==> config.mk <==
export PLATFORM = sky130hd
export DESIGN_NAME = div_nnbit_s01_abs_itera
export DESIGN_NICKNAME = d
export VERILOG_FILES = /design/src/rtl/div_nnbit_s01_abs_itera.sv
export SDC_FILE = /design/constraint.sdc
export NUM_CORES = 1
export LEC_CHECK = 0
export ABC_AREA = 1
export CAP_MARGIN = 25
export CORE_UTILIZATION = 41
export CTS_BUF_LIST = sky130_fd_sc_hd__clkbuf_4
export DETAILED_ROUTE_END_ITERATION = 10
export DONT_BUFFER_PORTS = 1
export SLEW_MARGIN = 20
export SYNTH_ARGS = -nofsm -noshare
export SYNTH_HDL_FRONTEND = slang
export SYNTH_SLANG_ARGS = --single-unit
==> constraint.sdc <==
create_clock -name i_clk -period 5.7 [get_ports i_clk]
set_clock_uncertainty 0.05 [all_clocks]
set_input_delay 1.14 -clock i_clk [delete_from_list [all_inputs] [get_ports i_clk]]
set_output_delay 1.14 -clock i_clk [all_outputs]
set_load 0.05 [all_outputs]
==> src/rtl/div_nnbit_s01_abs_itera.sv <==
// Iterative restoring divider, one quotient bit per clock, operating on operand
// magnitudes with sign correction of quotient and remainder at completion.
module div_nnbit_s01_abs_itera #(
  parameter int unsigned DATA_WIDTH = 8
) (
  input  logic                  i_clk,
  input  logic                  i_rst_n,
  input  logic                  i_valid,
  input  logic                  i_signed,
  input  logic [DATA_WIDTH-1:0] i_num_x,
  input  logic [DATA_WIDTH-1:0] i_num_y,
  output logic [DATA_WIDTH-1:0] o_res,
  output logic [DATA_WIDTH-1:0] o_rem,
  output logic                  o_valid
);

  localparam int unsigned W  = DATA_WIDTH;
  localparam int unsigned CW = $clog2(W + 1);

  typedef enum logic [1:0] {
    IDLE = 2'd0,
    CALC = 2'd1,
    DONE = 2'd2
  } state_t;

  state_t          state;
  logic [CW-1:0]   cnt;
  logic [W-1:0]    dvd;     // dividend magnitude, quotient bits shift in at the LSB
  logic [W-1:0]    dvs;     // divisor magnitude
  logic [W-1:0]    prem;    // partial remainder between steps
  logic            neg_q;
  logic            neg_r;
  logic            y_zero;

  logic [W-1:0]    abs_x_c;
  logic [W-1:0]    abs_y_c;
  logic [W:0]      part_c;
  logic            take_c;
  logic [W-1:0]    diff_c;
  logic [W-1:0]    prem_nx_c;
  logic [W-1:0]    dvd_nx_c;
  logic [W-1:0]    q_fix_c;
  logic [W-1:0]    r_fix_c;

  // Operand magnitudes; the most negative pattern maps to 2^(W-1) unsigned
  always_comb begin
    abs_x_c = i_num_x;
    abs_y_c = i_num_y;
    if (i_signed && i_num_x[W-1]) abs_x_c = W'(~i_num_x + W'(1));
    if (i_signed && i_num_y[W-1]) abs_y_c = W'(~i_num_y + W'(1));
  end

  // One restoring step; the W-bit difference is exact whenever the trial succeeds
  always_comb begin
    part_c    = {prem, dvd[W-1]};
    take_c    = (part_c >= {1'b0, dvs});
    diff_c    = W'(part_c[W-1:0] - dvs);
    prem_nx_c = take_c ? diff_c : part_c[W-1:0];
    dvd_nx_c  = {dvd[W-2:0], take_c};
    q_fix_c   = dvd_nx_c;
    r_fix_c   = prem_nx_c;
    if (y_zero)     q_fix_c = '1;
    else if (neg_q) q_fix_c = W'(~dvd_nx_c + W'(1));
    if (neg_r)      r_fix_c = W'(~prem_nx_c + W'(1));
  end

  always_ff @(posedge i_clk or negedge i_rst_n) begin
    if (!i_rst_n) begin
      state   <= IDLE;
      cnt     <= '0;
      dvd     <= '0;
      dvs     <= '0;
      prem    <= '0;
      neg_q   <= 1'b0;
      neg_r   <= 1'b0;
      y_zero  <= 1'b0;
      o_res   <= '0;
      o_rem   <= '0;
      o_valid <= 1'b0;
    end else begin
      case (state)
        IDLE: begin
          o_valid <= 1'b0;
          if (i_valid) begin
            dvd    <= abs_x_c;
            dvs    <= abs_y_c;
            prem   <= '0;
            cnt    <= CW'(W);
            neg_q  <= i_signed & (i_num_x[W-1] ^ i_num_y[W-1]);
            neg_r  <= i_signed & i_num_x[W-1];
            y_zero <= (i_num_y == '0);
            state  <= CALC;
          end
        end
        CALC: begin
          dvd  <= dvd_nx_c;
          prem <= prem_nx_c;
          cnt  <= cnt - CW'(1);
          if (cnt == CW'(1)) begin
            o_res   <= q_fix_c;
            o_rem   <= r_fix_c;
            o_valid <= 1'b1;
            state   <= DONE;
          end
        end
        DONE: begin
          o_valid <= 1'b0;
          state   <= IDLE;
        end
        default: begin
          o_valid <= 1'b0;
          state   <= IDLE;
        end
      endcase
    end
  end

endmodule

==> summary.md, run 1 <==
| Metric | Value |
|---|---|
| Status | completed |
| CP Buf/Inv Count | 2 |
| Post-synthesis mux area share | 0% |
| Cell count of the worst reg-to-reg path | 5 |
| Post-Syn Area per Cell | 7.79 sq um |
| Final period utilization | 45.6% |
| Crit-path max FO | 15 |
| Netlist cell types | 37 |
| Number of global-route vias before repair | 2,408 |
| Layout cells sized above 1 | 7.29% |
| FF/Latch Area | 1250 sq um |
| Nets | 432 |
| Number of CTS-inserted buffers | 5 |
| Total wire length | 6800 microns |
| Hold slack | 386 ps |
| Detailed Routing Iterations Pass 1 | 4 |
| Setup total negative slack | 0 ps |
| Leading area contributor after synthesis | dfrtp_1 |
| Asr flop ratio synth | 100% |
| Relative slew slack | 33.9% |
| HPWL after DPL | 5270 microns |
| Data arrival time of the critical path | 2840 ps |
| Total global-route track usage | 19.0% |
| Cells after Synth | 398 |
| Post-CTS setup buffers | 0 |
| Hold_buf cts | 0 |
| Final min period | 2600 ps |
| Post-Synth XOR/XNOR Area | 3.95% |
| N_diodes | 0 |
| Post-synthesis cell area | 3100 sq um |
| CP Class | reg -> reg |
| Final setup viols | 0 |
| Initial Util | 42.5% |
| Port Buffers | 0 |
| Area grow syn2layout | 5.24% |
| Final ANT Viol Nets | 0 |
| Initial drt markers | 105 |
| DR vias | 2,514 |
| First-pass GRT wire length | 11,500 microns |
| CTS tree | built |
| Fin. Hold Viols | 0 |
| Launch point of the worst reg-to-reg path | state[0] |
| Adder and majority gate portion of the synthesized area | 6.29% |
| Crit path max-delay family | simple AND/OR/NAND/NOR gates |
| CP Capture Type | flop |
| Worst-margin pin slew | 988 ps |
| Synth top area share | 40.3% |
| Clk sinks | 50 |
| Top FF cell, synth | dfrtp_1 |
| Main combinational cell family by area after synthesis | simple AND/OR/NAND/NOR gates |
| Worst R2R Setup Slack | 3100 ps |
| Max-slew violations | 0 |
| Slowest-stage cell, CP | nor2_1 |
| Detail-routed via count per cell | 5.06 |
| Synth Area in Simple Gates | 26.9% |
| Seq/Total Area, Yosys | 40.3% |
| Die Ht | 89.0 microns |
| Post-synthesis compound-gate area fraction | 14.1% |
| Die width | 89.0 microns |
| Die area | 7920 sq um |
| I/O pins | 37 |
| Worst min-delay path class | in -> async |
| Max clock buf depth | 2 |
| Ys Warns | 0 |
| WP depth | 5 |
| Core ar. | 7290 sq um |
| Grt total ovfl | 0 |
| Layout fillers | 786 |
| Multi-input gate area in the final layout | 1590 sq um |
| Final Wtd Congestion | 0.816 |
| Std-Cell Rows | 31 |
| RSZ-0062 raised after global routing | no |
| H-tree levels | 2 |
| Syn Nets | 433 |
| Residual DRC | 0 |
| EDFF count, synth | 0 |
| WP data required | 5940 ps |
| Clock transition at path regs | 160 ps |
| Largest net degree at the start of global routing | 51 |
| Critical path endpoint | prem[1] |
| Initial antenna violation count | 0 |
| Max Fclk | 385 MHz |
| WL per Instance | 13.7 microns |
| Max Cap Violations | 0 |
| FF+latch count, synth | 50 |
| Resized Gates After CTS | 0 |
| Ranking of synthesized cells by area | dfrtp_1, nand2_1, inv_1 |
| Clock latency on the worst-skew pair | 370 ps |
| Critical path, cell by cell | nand2_1 > clkinv_1 > nor2_1 > inv_1 > o22ai_1 |
| CP startpoint | state[0] |
| RR Endpoint | prem[1] |
| Root Buffer | clkbuf_4 |
| CP peak stage delay | 850 ps |
| Setup crit start kind | flop |
[logic make-up after synthesis]
kind of cell | Yosys count
and+or+nand+nor | 180
xor gates and xnor gates | 14
buffers and inverters | 65
AOI/OAI and AO/OA | 74
adders and majority gates | 15
DFF | 50
[routing by layer]
layer  vias up  share of wire (%)  GRT usage (%)
li1       1300                  -              -
met1      1159                 49           26.6
met2        51                 47           30.6
met3         4                3.1           3.23
met4         0                1.0           5.34
met5         -                  0              0
[worst reg2reg max path: stages (launching register included)]
cell and delay [ps]:
dfrtp_1 400, nand2_1 350, clkinv_1 370, nor2_1 850
inv_1 260, o22ai_1 230
[worst min path at each step]
| stage | cells past startpoint | to | from | slack (ps) |
|---|---|---|---|---|
| floorplan | 2 | y_zero | y_zero | 400 |
| global placement | 1 | cnt[3] | cnt[3] | 430 |
| detailed placement | 2 | dvs[5] | dvs[5] | 430 |
| CTS | 0 | o_rem[4] | i_rst_n | 370 |
| global route | 0 | o_rem[4] | i_rst_n | 340 |
| finish | 0 | o_rem[7] | i_rst_n | 390 |
[layout by cell type (no fill, tap or decap), drive strengths merged, types with 2 or more instances in the layout]
master  synthesis  final
inv            55     56
nand2         104    104
a22oi           6      6
nand4           2      2
nor2           33     33
ha             14     14
xnor2           6      6
o22ai           7      7
dfrtp          50     50
o221ai          2      2
xor2            8      8
clkinv          1      2
a31oi           5      5
nor3            5      5
o21ai          34     34
o31ai           2      2
clkbuf          6      5
a21oi          14     14
nand3          36     36
[synth_stat cells (2+ instances only)]
master    count
nand2_1      93
inv_1        55
dfrtp_1      50
nand3_1      33
nor2_1       31
o21ai_0      30
ha_1         14
a21oi_1      13
xor2_1        8
o22ai_1       7
a22oi_1       6
clkbuf_1      6
nand2_4       6
xnor2_1       6
a31oi_1       5
nand2_2       5
nor3_1        4
nand3_2       2
nand4_1       2
o21ai_1       2
o21ai_2       2
o221ai_1      2
o31ai_1       2
[through the flow]
step | instance area, sq um | cells | setup slack, ps | util (%)
after floorplan | 3100 | 398 | 3470 | -
after global placement | 3180 | 489 | 2970 | 43.7
after detailed placement | 3180 | 489 | 2920 | 43.7
after CTS | 3260 | 497 | 3100 | 44.8
after global routing | 3260 | 497 | 2780 | 44.8
final | 3260 | 497 | 3100 | 44.8
[sequential cells by signal, summed over array words and instances (netlist names)]
signal,cells
cnt,4
dvd,8
dvs,8
neg_q,1
neg_r,1
o_rem,8
o_res,8
o_valid,1
prem,8
state,2
y_zero,1
[area by class of cell]
type                            count  share of cell area, %
Clock buffer                        5                   1.15
Sequential cell                    50                   38.3
Clock inverter                      3                   1.34
Tap cell                           99                   3.79
Multi-Input combinational cell    283                   48.7
Timing Repair Buffer                1                  0.230
Inverter                           56                   6.44
Power of run 1 is left out: the tool's default activity adds up to more than one toggle a clock period on the data nets, which glitch-free logic cannot reach.
==> run 2: changes to the inputs <==
--- a/config.mk
+++ b/config.mk
@@ -5,7 +5,7 @@
 export SDC_FILE = /design/constraint.sdc
 export NUM_CORES = 1
 export LEC_CHECK = 0
-export ABC_AREA = 1
+export ABC_AREA = 0
 export CAP_MARGIN = 25
 export CORE_UTILIZATION = 41
 export CTS_BUF_LIST = sky130_fd_sc_hd__clkbuf_4
==> constraint.sdc (replaced) <==
create_clock -name i_clk -period 2.3 [get_ports i_clk]
set_clock_uncertainty 0.05 [all_clocks]
set_input_delay 0.46 -clock i_clk [delete_from_list [all_inputs] [get_ports i_clk]]
set_output_delay 0.46 -clock i_clk [all_outputs]
set_load 0.05 [all_outputs]
==> summary.md, run 2 <==
| Metric | Value |
|---|---|
| Status | finished, violations left |
| Failing checks | setup timing |
| Layout cells sized above 1 | 26.0% |
| Max Fclk | 388 MHz |
| DR vias | 2,521 |
| Leading area contributor after synthesis | dfrtp_1 |
| Largest net degree at the start of global routing | 51 |
| Final setup viols | 18 |
| CP Class | reg -> reg |
| Detailed Routing Iterations Pass 1 | 4 |
| RSZ-0062 raised after global routing | yes |
| Port Buffers | 0 |
| Crit-path max FO | 6 |
| CP Capture Type | flop |
| Detail-routed via count per cell | 5.17 |
| EDFF count, synth | 0 |
| Commonest non-fill, non-tap cell in the layout | dfrtp_1 |
| Setup crit start kind | flop |
| Ranking of synthesized cells by area | dfrtp_1, nand2_1, ha_1 |
| Clock transition at path regs | 170 ps |
| H-tree levels | 2 |
| Data arrival time of the critical path | 2810 ps |
| Total global-route track usage | 19.5% |
| Fin. Hold Viols | 0 |
| Seq/Total Area, Yosys | 41.0% |
| Syn Nets | 375 |
| Final setup margin | -277 ps |
| Max clock buf depth | 2 |
| Top FF cell, synth | dfrtp_1 |
| Residual DRC | 0 |
| Top post-synthesis cells by count | nand2_1, dfrtp_1, o21ai_0, nor2_1, inv_1 |
| Nets | 423 |
| Std-Cell Rows | 31 |
| Netlist cell types | 49 |
| Post-synthesis cell area | 3050 sq um |
| Post-Syn Area per Cell | 8.98 sq um |
| FF+latch count, synth | 50 |
| WP data required | 2540 ps |
| Root Buffer | clkbuf_4 |
| Clk sinks | 50 |
| WL per Instance | 14.9 microns |
| Cells after Synth | 340 |
| Die width | 88.3 microns |
| Synth top area share | 41.0% |
| First-pass GRT wire length | 11,700 microns |
| Relative slew slack | 58.1% |
| Worst min-delay path class | in -> reg |
| Max Cap Violations | 0 |
| Initial antenna violation count | 0 |
| Initial drt markers | 117 |
| Initial Util | 42.3% |
| Top-count cell post-synth | nand2_1 |
| Total wire length | 7280 microns |
| Commonest non-fill, non-tap cells in the layout | dfrtp_1, nand2_1, buf_4, o21ai_0, nor2_1 |
| Slowest-stage cell, CP | dfrtp_1 |
| HPWL after DPL | 5400 microns |
| Final min period | 2580 ps |
| Ys Warns | 0 |
| Die Ht | 88.3 microns |
| DP Area | 3480 sq um |
| Area grow syn2layout | 25.9% |
| Final period utilization | 112% |
| CP peak stage delay | 420 ps |
| Clock latency on the worst-skew pair | 380 ps |
| Post-route cell area | 3840 sq um |
| Final ANT Viol Nets | 0 |
| Critical path, cell by cell | inv_2 > ha_4 > a21o_1 > a211o_1 > a211oi_4 > mux2i_2 > ha_2 > nand2_2 > a21oi_2 > xor2_1 > o21ai_1 |
| CTS tree | built |
| Number of global-route vias before repair | 2,373 |
| I/O pins | 37 |
| Hold slack | 143 ps |
| Grt total ovfl | 0 |
| Setup total negative slack | -2840 ps |
| Final Wtd Congestion | 0.846 |
| Worst-margin pin slew | 629 ps |
| N_diodes | 0 |
| Asr flop ratio synth | 100% |
| Die area | 7800 sq um |
| Core ar. | 7210 sq um |
| Max-slew violations | 0 |
| Number of CTS-inserted buffers | 5 |
## run 2: what timing repair did
item,in CTS,in global routing
hold buffers,2,0
endpoints found under the setup margin,20,21
buffers inserted,3,6
pin swaps,6,15
endpoints found under the hold margin,50,0
gates resized for setup,8,34
## run 2: metal layers
layer	wire, microns	up-vias	track usage [%]
li1	-	1281	-
met1	3700	1177	29.6
met2	3220	58	29.0
met3	299	5	3.54
met4	51	0	4.11
met5	0	-	0
## run 2: area by class of cell
cell class / instances / area [sq um]
fill: 670 / 3370
multi-input combinational: 257 / 1840
sequential: 50 / 1250
timing repair buffer: 53 / 439
tap: 99 / 124
inverter: 21 / 81.3
clock inverter: 3 / 68.8
clock buffer: 5 / 37.5
## run 2: logic make-up after synthesis
kind of cell | count (synthesis) | share of synthesized area (%)
compound gates | 100 | 21.8
xor+xnor | 27 | 7.75
fa+ha+maj | 15 | 6.39
buf+inv | 33 | 4.55
flops | 50 | 41.0
mux | 5 | 1.68
simple gates | 110 | 16.8
## run 2: final timing paths
kind,slack [ps],depth (start not counted),to,from
worst max-delay path,-280,11,o_rem[6],dvs[6]
worst min-delay path,140,1,y_zero,i_num_y[7]
worst max register to register,-280,11,o_rem[6],dvs[6]
worst min register to register,440,1,cnt[3],cnt[3]
max in group asynchronous,1440,2,dvd[3],i_rst_n
min in group asynchronous,510,2,prem[5],i_rst_n
## run 2: worst max-delay path, delay by kind of cell (launching register included)
| kind | cells | cell delay [ps] |
|---|---|---|
| compound gates | 5 | 1010 |
| xor+xnor | 1 | 140 |
| simple gates | 1 | 60 |
| fa+ha+maj | 2 | 420 |
| mux | 1 | 300 |
| buf+inv | 1 | 70 |
| flops | 1 | 420 |
## run 2: through the flow
stage                     util, %  cells  worst slack, ps
after global routing         53.3    488             -424
final                        53.3    488             -277
after detailed placement     48.2    470             -305
after floorplan                 -    340             -386
after global placement       48.2    470             -253
after CTS                    50.9    483             -260
Power of run 2 is left out for the same reason.
==> run 3: changes to the inputs <==
--- a/config.mk
+++ b/config.mk
@@ -11,6 +11,7 @@
 export CTS_BUF_LIST = sky130_fd_sc_hd__clkbuf_4
 export DETAILED_ROUTE_END_ITERATION = 10
 export DONT_BUFFER_PORTS = 1
+export PLACE_DENSITY_LB_ADDON = 0.12
 export SLEW_MARGIN = 20
 export SYNTH_ARGS = -nofsm -noshare
 export SYNTH_HDL_FRONTEND = slang
==> summary.md, run 3 (same netlist as run 2, synthesis figures left out) <==
| Metric | Value |
|---|---|
| Status | finished, violations left |
| Failing checks | setup timing |
| Crit path max-delay family | simple AND/OR/NAND/NOR gates |
| Final setup viols | 14 |
| I/O pins | 37 |
| Total global-route track usage | 18.8% |
| Residual DRC | 0 |
| Commonest non-fill, non-tap cells in the layout | nand2_1, dfrtp_1, buf_4, o21ai_0, nor2_1 |
| Initial antenna violation count | 0 |
| Initial Util | 42.3% |
| Crit-path max FO | 4 |
| Die Ht | 88.3 microns |
| Final setup margin | -310 ps |
| Port Buffers | 0 |
| Nets | 426 |
| Layout cells sized above 1 | 29.1% |
| Die area | 7800 sq um |
| Final min period | 2610 ps |
| Data arrival time of the critical path | 2830 ps |
| Root Buffer | clkbuf_4 |
| Critical path, cell by cell | ha_4 > a21oi_4 > a21oi_4 > a211oi_4 > buf_6 > buf_12 > or4_4 > nand2b_4 > a31oi_2 > xor2_1 > o21ai_1 |
| Detail-routed via count per cell | 5.13 |
| Fin. Hold Viols | 0 |
| Number of CTS-inserted buffers | 5 |
| Std-Cell Rows | 31 |
| Max Fclk | 383 MHz |
| Max-slew violations | 0 |
| DP Area | 3440 sq um |
| Final ANT Viol Nets | 0 |
| N_diodes | 0 |
| Crit-path most repeated cell | a21oi_4 |
| First-pass GRT wire length | 11,300 microns |
| Grt total ovfl | 0 |
| Number of global-route vias before repair | 2,370 |
| HPWL after DPL | 5330 microns |
| Hold slack | 115 ps |
| Clock transition at path regs | 150 ps |
| H-tree levels | 2 |
| CTS tree | built |
| WP data required | 2520 ps |
| CP Buf/Inv Count | 2 |
| Setup crit start kind | flop |
| Met2 Usage GRT | 30.0% |
| Relative slew slack | 54.9% |
| Worst-margin pin slew | 673 ps |
| Final Util | 54.7% |
| Max clock buf depth | 2 |
| Total wire length | 7040 microns |
| Clk sinks | 50 |
| Area grow syn2layout | 29.2% |
| GRT busiest layer | met2 |
| RSZ-0062 raised after global routing | yes |
| Final Wtd Congestion | 0.818 |
| Post-route cell area | 3940 sq um |
| Initial drt markers | 98 |
| CP Class | reg -> reg |
| Max Cap Violations | 0 |
| Met1 usage | 26.2% |
| Slowest-stage cell, CP | or4_4 |
| CP peak stage delay | 530 ps |
| Cell count of the worst reg-to-reg path | 11 |
| Worst min-delay path class | in -> reg |
| CP Capture Type | flop |
| WHS Path Cells | 1 |
| Commonest non-fill, non-tap cell in the layout | nand2_1 |
| DR vias | 2,521 |
| WL per Instance | 14.3 microns |
| Clock latency on the worst-skew pair | 370 ps |
| Worst slack, placed | -321 ps |
| Detailed Routing Iterations Pass 1 | 4 |
| Largest net degree at the start of global routing | 51 |
| Met3 GRT Util | 3.54% |
| WP depth | 11 |
| Final period utilization | 113% |
| Die width | 88.3 microns |
| Worst R2R Setup Slack | -310 ps |
| Core ar. | 7210 sq um |
## run 3: changes by cell type in the layout (fill, tap and decap cells not counted), moves of 3 or more
| cell | previous run | this run |
|---|---|---|
| ha_4 | 2 | 7 |
| inv_1 | 18 | 15 |
| ha_1 | 10 | 6 |
| o21ai_2 | 6 | 3 |
| inv_2 | 2 | 5 |
| nand3_1 | 8 | 4 |
## run 3: stage by stage
stage	std cells	TNS, ps
3_5_place_dp	463	-3260
3_3_place_gp	463	-2730
6_report	491	-1910
4_1_cts	479	-2520
2_1_floorplan	340	-1840
5_1_grt	491	-3860
## run 3: worst paths after layout
kind	start	to
worst max-delay path	prem[3]	o_rem[7]
worst min-delay path	i_num_y[7]	y_zero
worst max register to register	prem[3]	o_rem[7]
worst min register to register	cnt[3]	cnt[3]
max in group asynchronous	i_rst_n	prem[6]
min in group asynchronous	i_rst_n	o_rem[1]
## run 3: cell type report
| class | count | area [sq um] |
|---|---|---|
| fill | 699 | 3270 |
| multi-input combinational | 257 | 1910 |
| sequential | 50 | 1250 |
| timing repair buffer | 56 | 490 |
| tap | 99 | 124 |
| inverter | 21 | 81.3 |
| clock buffer | 6 | 45.0 |
| clock inverter | 2 | 37.5 |
## run 3: timing repair
| item | in CTS | in global routing |
|---|---|---|
| gates cloned | 0 | 0 |
| hold buffers | 2 | 0 |
| gates resized for setup | 14 | 38 |
| hold endpoints to repair | 50 | 0 |
| buffers inserted | 6 | 13 |
| setup endpoints to repair | 20 | 21 |
| pin swaps | 13 | 24 |
## run 3: worst register-to-register path, stage by stage (launching register included)
cell and delay, ps:
dfrtp_2 470, ha_4 330, a21oi_4 70, a21oi_4 180
a211oi_4 60, buf_6 140, buf_12 120, or4_4 530
nand2b_4 160, a31oi_2 170, xor2_1 170, o21ai_1 70
## run 3: routing by layer
layer | wire length [microns] | vias up
met3 | 277 | 8
met1 | 3500 | 1179
met5 | 0 | -
met4 | 70 | 0
li1 | - | 1292
met2 | 3190 | 42
Power of run 3 is left out for the same reason.
